**config.mk**
```make
export PLATFORM = sky130hd
export DESIGN_NAME = window_sender
export DESIGN_NICKNAME = d
export VERILOG_FILES = /design/src/rtl/window_pkg.sv /design/src/rtl/window_counter.sv /design/src/rtl/window_sender.sv
export SDC_FILE = /design/constraint.sdc
export NUM_CORES = 1
export LEC_CHECK = 0
export BUFFER_PORTS_ARGS = -buffer_cell sky130_fd_sc_hd__buf_2
export CAP_MARGIN = 20
export CELL_PAD_IN_SITES_DETAIL_PLACEMENT = 0
export CELL_PAD_IN_SITES_GLOBAL_PLACEMENT = 1
export CORE_MARGIN = 2
export CORE_UTILIZATION = 44
export CTS_BUF_LIST = sky130_fd_sc_hd__clkbuf_2
export CTS_CLUSTER_DIAMETER = 50
export CTS_CLUSTER_SIZE = 16
export DETAILED_ROUTE_END_ITERATION = 12
export HOLD_SLACK_MARGIN = 0.02
export PLACE_DENSITY = 0.93
export SLEW_MARGIN = 20
export SYNTH_ARGS = -nofsm -noshare
export SYNTH_HDL_FRONTEND = slang
export SYNTH_SLANG_ARGS = --single-unit
```
**constraint.sdc**
```tcl
create_clock -name clk -period 6 [get_ports clk]
set_input_delay 1.2 -clock clk [delete_from_list [all_inputs] [get_ports clk]]
set_output_delay 1.2 -clock clk [all_outputs]
set_load 0.02 [all_outputs]
```
**src/rtl/window_pkg.sv**
```systemverilog
// Shared definitions for the timed-window interface (sender and receiver sides).
// Holds the window FSM state encoding, default width and the default mark word.
package window_pkg;

  typedef enum logic [1:0] {
    IDLE  = 2'd0,
    LOAD  = 2'd1,
    SEND  = 2'd2,
    DRAIN = 2'd3
  } win_state_t;

  localparam int              WIN_WIDTH = 16;
  localparam logic [15:0]     WIN_MARK  = 16'hFFFF;

endpackage

```
**src/rtl/window_counter.sv**
```systemverilog
// Loadable down-counter holding the cycles remaining in a window.
// Saturates at zero and exposes a zero flag.
module window_counter #(
  parameter int WIDTH = 16
) (
  input  logic             clk,
  input  logic             reset,
  input  logic             load,
  input  logic [WIDTH-1:0] load_value,
  input  logic             dec,
  output logic             zero
);

  logic [WIDTH-1:0] count_r;

  assign zero = (count_r == {WIDTH{1'b0}});

  // Count register: load wins over decrement; never wraps below zero.
  always_ff @(posedge clk) begin
    if (reset) begin
      count_r <= {WIDTH{1'b0}};
    end else if (load) begin
      count_r <= load_value;
    end else if (dec && !zero) begin
      count_r <= count_r - {{(WIDTH-1){1'b0}}, 1'b1};
    end else begin
      count_r <= count_r;
    end
  end

endmodule

```
**src/rtl/window_sender.sv**
```systemverilog
// Transmit side of the timed-window interface: one timer load cycle, len payload
// cycles (LSB first, rotating every 16 bits), then a one-cycle drain with done.
module window_sender
  import window_pkg::*;
#(
  parameter int               WIDTH = WIN_WIDTH,
  parameter logic [WIDTH-1:0] MARK  = WIN_MARK
) (
  input  logic             clk,
  input  logic             reset,
  input  logic             req_valid,
  input  logic [WIDTH-1:0] req_len,
  input  logic [WIDTH-1:0] req_data,
  output logic             req_ready,
  output logic [WIDTH-1:0] timer,
  output logic [WIDTH-1:0] data,
  output logic             busy,
  output logic             done
);

  win_state_t       state_r;
  win_state_t       state_s;
  logic [WIDTH-1:0] payload_r;
  logic [3:0]       idx_r;
  logic             accept_s;
  logic             len_nz_s;
  logic             cnt_load_s;
  logic             cnt_dec_s;
  logic             cnt_zero_s;

  assign req_ready = ((state_r == IDLE) || (state_r == DRAIN)) && !reset;
  assign accept_s  = req_valid && req_ready;
  assign len_nz_s  = (req_len != {WIDTH{1'b0}});

  window_counter #(.WIDTH(WIDTH)) u_remaining (
    .clk        (clk),
    .reset      (reset),
    .load       (cnt_load_s),
    .load_value (req_len),
    .dec        (cnt_dec_s),
    .zero       (cnt_zero_s)
  );

  // Next-state and counter control; a zero-length request skips straight to DRAIN.
  always_comb begin
    state_s    = state_r;
    cnt_load_s = 1'b0;
    case (state_r)
      IDLE, DRAIN: begin
        if (accept_s) begin
          state_s    = len_nz_s ? LOAD : DRAIN;
          cnt_load_s = len_nz_s;
        end else begin
          state_s = IDLE;
        end
      end
      LOAD: begin
        state_s = SEND;
      end
      SEND: begin
        if (cnt_zero_s) begin
          state_s = DRAIN;
        end else begin
          state_s = SEND;
        end
      end
      default: begin
        state_s = IDLE;
      end
    endcase
    cnt_dec_s = (state_s == SEND);
  end

  // State, payload/index and registered outputs, all derived from the next state.
  always_ff @(posedge clk) begin
    if (reset) begin
      state_r   <= IDLE;
      payload_r <= {WIDTH{1'b0}};
      idx_r     <= 4'd0;
      timer     <= {WIDTH{1'b0}};
      data      <= {WIDTH{1'b0}};
      busy      <= 1'b0;
      done      <= 1'b0;
    end else begin
      state_r <= state_s;
      if (cnt_load_s) begin
        payload_r <= req_data;
        idx_r     <= 4'd0;
      end else if (state_s == SEND) begin
        idx_r <= idx_r + 4'd1;
      end else begin
        idx_r <= idx_r;
      end
      timer <= (state_s == LOAD) ? req_len : {WIDTH{1'b0}};
      if (state_s == SEND) begin
        data <= payload_r[idx_r] ? MARK : {WIDTH{1'b0}};
      end else begin
        data <= {WIDTH{1'b0}};
      end
      busy <= (state_s == LOAD) || (state_s == SEND);
      done <= (state_s == DRAIN);
    end
  end

endmodule

```
Word-level counts from Yosys, hierarchy flattened --
Index checks and enable logic that the tools add are counted. Widths: inputs -> output; s select.
Cells by class: $add $sub $neg 2, order comparisons 1, equality and inequality tests 6, multiplexer cells 11, bitwise logic cells 2, reduce and logical (&&, ||, !) cells 15
Operators with widths (number):
- $mux 16 | 3
- $logic_not 16->1 | 1
- $reduce_bool 16->1 | 1
- $sub 16x1->16 const B | 1
- $eq 2x2->1 const B | 4
- $reduce_or 2->1 | 4
- $pmux 2 s3 | 1
- $lt 4x5->1 const B | 1
- $add 4x1->4 const B | 1
- $bmux 1 s4 | 1
- $eq 2x1->1 const B | 2
- $mux 1 | 4
- $mux 2 | 2
- $logic_and 1x1->1 | 3
- $logic_not 1->1 | 2
- $logic_not 2->1 | 1
- $logic_or 1x1->1 | 2
- $not 1->1 | 2
- $reduce_bool 2->1 | 1
Storage, ports and cells: register bits 72, bits of input ports 35

Longest topological paths before layout --
depth in word-level cells 10, depth in mapped cells 13, depth with buffers taken out 13

Cells and area by module --
A second synthesis with hierarchy kept.
Second synthesis, totals: cells, all modules 278, area total of the unflattened synthesis 2696.3 um^2
By module, submodules not included:
- window_sender | instances 1, cells each 164, area each 1751.7 um^2, seq. area each 820.8 um^2
- window_counter | instances 1, cells each 114, area each 944.7 um^2, seq. area each 320.3 um^2

Worst setup path after synthesis --
Ideal clock, no wire load.
path kind input to register, start input port req_len[10], end register u_remaining.count_r[10], arrival time 3.253 ns, slack 2.661 ns, stages on the path 10, cells stage by stage nor4_1 nand4_1 o21a_1 inv_1 ha_1 nand4bb_1 or4_1 nor3_1 xnor2_1 a211oi_1
Between the ends: word-level cells in the longest chain between the ends 7, elaborated cells between the ends (all ways) 10, those cells by class eq/ne (1); mux (6); reduce/logical (3)
Ends and longest elaborated chain:
- start, declared | RTL line window_sender.sv:12 | input logic [WIDTH-1:0] req_len,
- $reduce_bool 16->1 | RTL line window_sender.sv:33 | assign len_nz_s = (req_len != {WIDTH{1'b0}});
- $mux 2 | RTL line window_sender.sv:51 | state_s = len_nz_s ? LOAD : DRAIN;
- $mux 2 | RTL line window_sender.sv:50 | if (accept_s) begin
- $pmux 2 s3 | RTL line window_sender.sv:48 | case (state_r)
- via state_s[1] | RTL line window_sender.sv:22 | win_state_t state_s;
- $eq 2x2->1 | RTL line window_sender.sv:71 | cnt_dec_s = (state_s == SEND);
- $logic_and 1x1->1 | RTL line window_counter.sv:24 | end else if (dec && !zero) begin
- $reduce_bool 2->1 (no source line)
- end signal, assigned | RTL line window_counter.sv:23 | count_r <= load_value;
- end signal, assigned | RTL line window_counter.sv:25 | count_r <= count_r - {{(WIDTH-1){1'b0}}, 1'b1};
- end signal, assigned | RTL line window_counter.sv:27 | count_r <= count_r;
- end, declared | RTL line window_counter.sv:14 | logic [WIDTH-1:0] count_r;
The timed path passes the listed nets, and every way through them passes these cells. A chain may end at the register's enable or synchronous reset.

Worst setup path after layout --
start input port req_len[5], end register u_remaining.count_r[12]
Same word-level chain as after synthesis.

==> summary.md <==
| Metric | Value |
|---|---|
| Buffers added on ports | `69` |
| Detailed-route DRC error count | `0` |
| Capture instance of the worst register-to-register path | `u_remaining.count_r[9]$_SDFFE_PP0P_` |
| Fraction of layout cells with a size suffix above 1 | `0.3140` |
| Time the worst path needs with I/O delays and setup | `3.836 ns` |
| Critical path type | `in -> reg` |
| Setup clock skew after layout | `between 0.03 and 0.04 ns` |
| Filler cells | `560` |
| Pre-CTS worst setup slack | `approximately 1.7 ns` |
| Sequential share of the synthesized area | `0.4264` |
| CTS Root Cell | `clkbuf_2` |
| Width of the chip | `around 82 um` |
| Number of setup violations in the final report | `0` |
| Clock transition at path regs | `roughly 0.17 ns` |
| Leak Pwr | `around 0.0013 uW` |
| Std-Cell Rows | `28` |
| Die Footprint | `0.006722 mm2` |
| Kind of capture point of the worst setup path | `flop` |
| Outcome | `completed` |
| Detailed-router iteration count before antenna repair | `4` |
| CTS tree | `done` |
| Sum of routed wire length over all layers | `around 5700 um` |
| Relative slew margins | `0.3057` |
| CP arrival | `between 4 and 5 ns` |
| Number of antenna violations at the first check in global routing | `0` |
| Power, Total | `950.8 uW` |
| Largest net degree at the start of global routing | `42` |
| Starting density of the core | `0.4547` |
| Worst Hold Depth | `2` |
| Count of state elements after synthesis | `57` |
| Kind of launch point of the worst setup path | `primary input` |
| Clk_lat worst skew | `~0.48 ns` |
| Post-Syn Nets | `around 330` |
| Mean post-synth cell area | `9.325 um2` |
| Peak VDD IR | `about 0.17 mV` |
| First-pass GRT wire length | `between 9000 and 10000 um` |
| Min-delay worst type | `reg -> reg` |
| Power Dens Cells | `311.4 mW/mm2` |
| DR vias/cell | `5.067` |
| Worst-case hold path end point | `payload_r[14]$_SDFFE_PP0P_` |
| Setup repair after global routing missed its margin | `no` |
| Yosys warning total | `0` |
| Most instantiated cells after synthesis | `57 x dfxtp_1, 40 x nand2_1, 23 x nor2_1` |
| Post-CTS repair timing setup buffer count | `0` |
| Hold Vio Cnt, Final | `0` |
| Number of ports placed on the die boundary | `70` |
| Number of buffers on the longest clock path | `2` |
| Max Fclk | `between 200 and 300 MHz` |
| Required arrival time at the worst endpoint | `around 6.4 ns` |
| Source of the worst hold timing path | `payload_r[14]$_SDFFE_PP0P_` |
| Largest cells by area after synthesis | `dfxtp_1 43%, nand2_1 5.6%, buf_4 4.2%` |
| R2R setup slack | `approximately 2.7 ns` |
| Placed wire-length estimate after detailed placement | `4045 um` |
| Remaining Overflow, GRT | `0` |
| Diodes inserted | `0` |
| Netlist area before placement | `roughly 0.0027 mm2` |
| Cells on worst reg2reg path | `13` |
| Period utilization | `0.6394` |
| Area Overhead vs Synth | `14.07%` |
| Hold buffers post-CTS | `0` |
| Library cell with the highest instance count after synthesis | `dfxtp_1` |
| Cell count after synthesis | `about 290` |
| Synth async-reset ratio | `0` |
| Number of nets in the finished design | `between 300 and 400` |
| Cells resized by post-CTS repair | `0` |
| Total of max-cap violations | `0` |
| Post-route setup TNS | `0 ns` |
| Pins over their slew limit | `0` |
| Slew @ Worst Pin | `1.042 ns` |
| Post-layout worst setup margin | `2.164 ns` |
| Last weighted congestion value of the routability-driven placer | `slightly above 0.8` |
| Initial drt markers | `just under 100` |
| Critical R2R Launch | `u_remaining.count_r[0]$_SDFFE_PP0P_` |
| ANT nets after route | `0` |
| H-tree level count | `3` |
| Number of global-route vias before repair | `roughly 1.9k` |
| Clock buffers created by TritonCTS | `9` |
| Critical path fanouts, max | `12` |
| Total number of vias | `~2.1k` |
| Most common flop cell mapped by yosys | `dfxtp_1` |
| CTS Sinks | `57` |
| Final Core Density | `0.5187` |
| Count of flip-flops with a built-in enable after synthesis | `0` |
| GRT Total Usage | `0.1813` |
| Die H | `between 80 and 90 um` |
| Share of the synthesized area in the top cell type | `0.4264` |
| Library cell with the largest summed area after synthesis | `dfxtp_1` |
| Placeable core area | `approximately 0.006 mm2` |
| Number of distinct library cell variants in the gate-level netlist after synthesis | `48` |
| Average detailed-routed wire length per instance | `between 10 and 15 um` |
[cell usage in the layout, fill, tap and decap left out, types with 3 or more instances in the layout]
cell type / count
dfxtp_1: 57
nor2b_1: 6
mux2i_1: 4
clkbuf_2: 10
a211oi_1: 11
xor2_1: 3
buf_2: 69
a21oi_1: 20
nor4_1: 5
nor3_1: 10
nand2_1: 40
inv_1: 5
xnor2_1: 8
and2_1: 17
ha_1: 6
nor2_1: 23
mux4_2: 5
[per-stage QoR]
stage / std cells / cell area [um2] / hold WS, ns
global placement: 403 / 2920 / 0.4391
global route: 419 / 3053 / 0.4860
floorplan: 287 / 2676 / 0.4331
detailed placement: 403 / 2920 / 0.4460
CTS: 419 / 3053 / 0.4664
finish: 419 / 3053 / 0.4633
[worst max-delay path by stage]
stage / from / end
final: req_len[5] / u_remaining.count_r[12]$_SDFFE_PP0P_
after global routing: req_len[5] / u_remaining.count_r[12]$_SDFFE_PP0P_
after CTS: req_len[5] / u_remaining.count_r[12]$_SDFFE_PP0P_
after detailed placement: req_len[5] / u_remaining.count_r[12]$_SDFFE_PP0P_
after global placement: req_len[5] / u_remaining.count_r[12]$_SDFFE_PP0P_
after floorplan: req_len[10] / u_remaining.count_r[10]$_SDFFE_PP0P_
[cell type report]
class,count,area [um2],share of cell area
Tap cell,75,93.84,0.03074
Multi-Input combinational cell,196,1314,0.4303
Inverter,5,18.77,0.006148
Sequential cell,57,1141,0.3738
Clock buffer,10,50.05,0.01639
Timing Repair Buffer,70,352.8,0.1156
Clock inverter,6,82.58,0.02705
[sequential cells by signal, summed over array words and instances, names as in the netlist]
register and cells:
busy 1, payload_r 16, state_r 2, data 1, u_remaining.count_r 16, done 1, idx_r 4, timer 16
[where the power goes]
group          internal, uW  switching [uW]
Clock                   138             146
Combinational           100             128
Sequential              411            27.3
Total                   650             301
[routing by layer]
metal | vias up | track usage | share of wire
met5 | - | 0 | 0
met4 | 0 | 0.07167 | 0.011
met3 | 4 | 0.06154 | 0.065
met2 | 62 | 0.2748 | 0.45
met1 | 974 | 0.2373 | 0.48
li1 | 1083 | - | -
[logic make-up after synthesis]
family / share of synthesized area
muxes: 0.05704
xor gates and xnor gates: 0.03600
buffers and inverters: 0.08555
DFF: 0.4264
and+or+nand+nor: 0.2707
adders and majority gates: 0.02805
AOI/OAI and AO/OA: 0.09631
[worst max-delay path, stage by stage]
cell and delay (ns):
buf_2 0.12, nor4_1 0.48, nand4_1 0.26, o21a_1 0.26, inv_1 0.09, ha_1 0.43
nand4bb_1 0.23, or4_1 0.55, nor3_1 0.22, mux2i_1 0.10, a211oi_1 0.25
No activity file was read; power rests on OpenSTA's default activity.
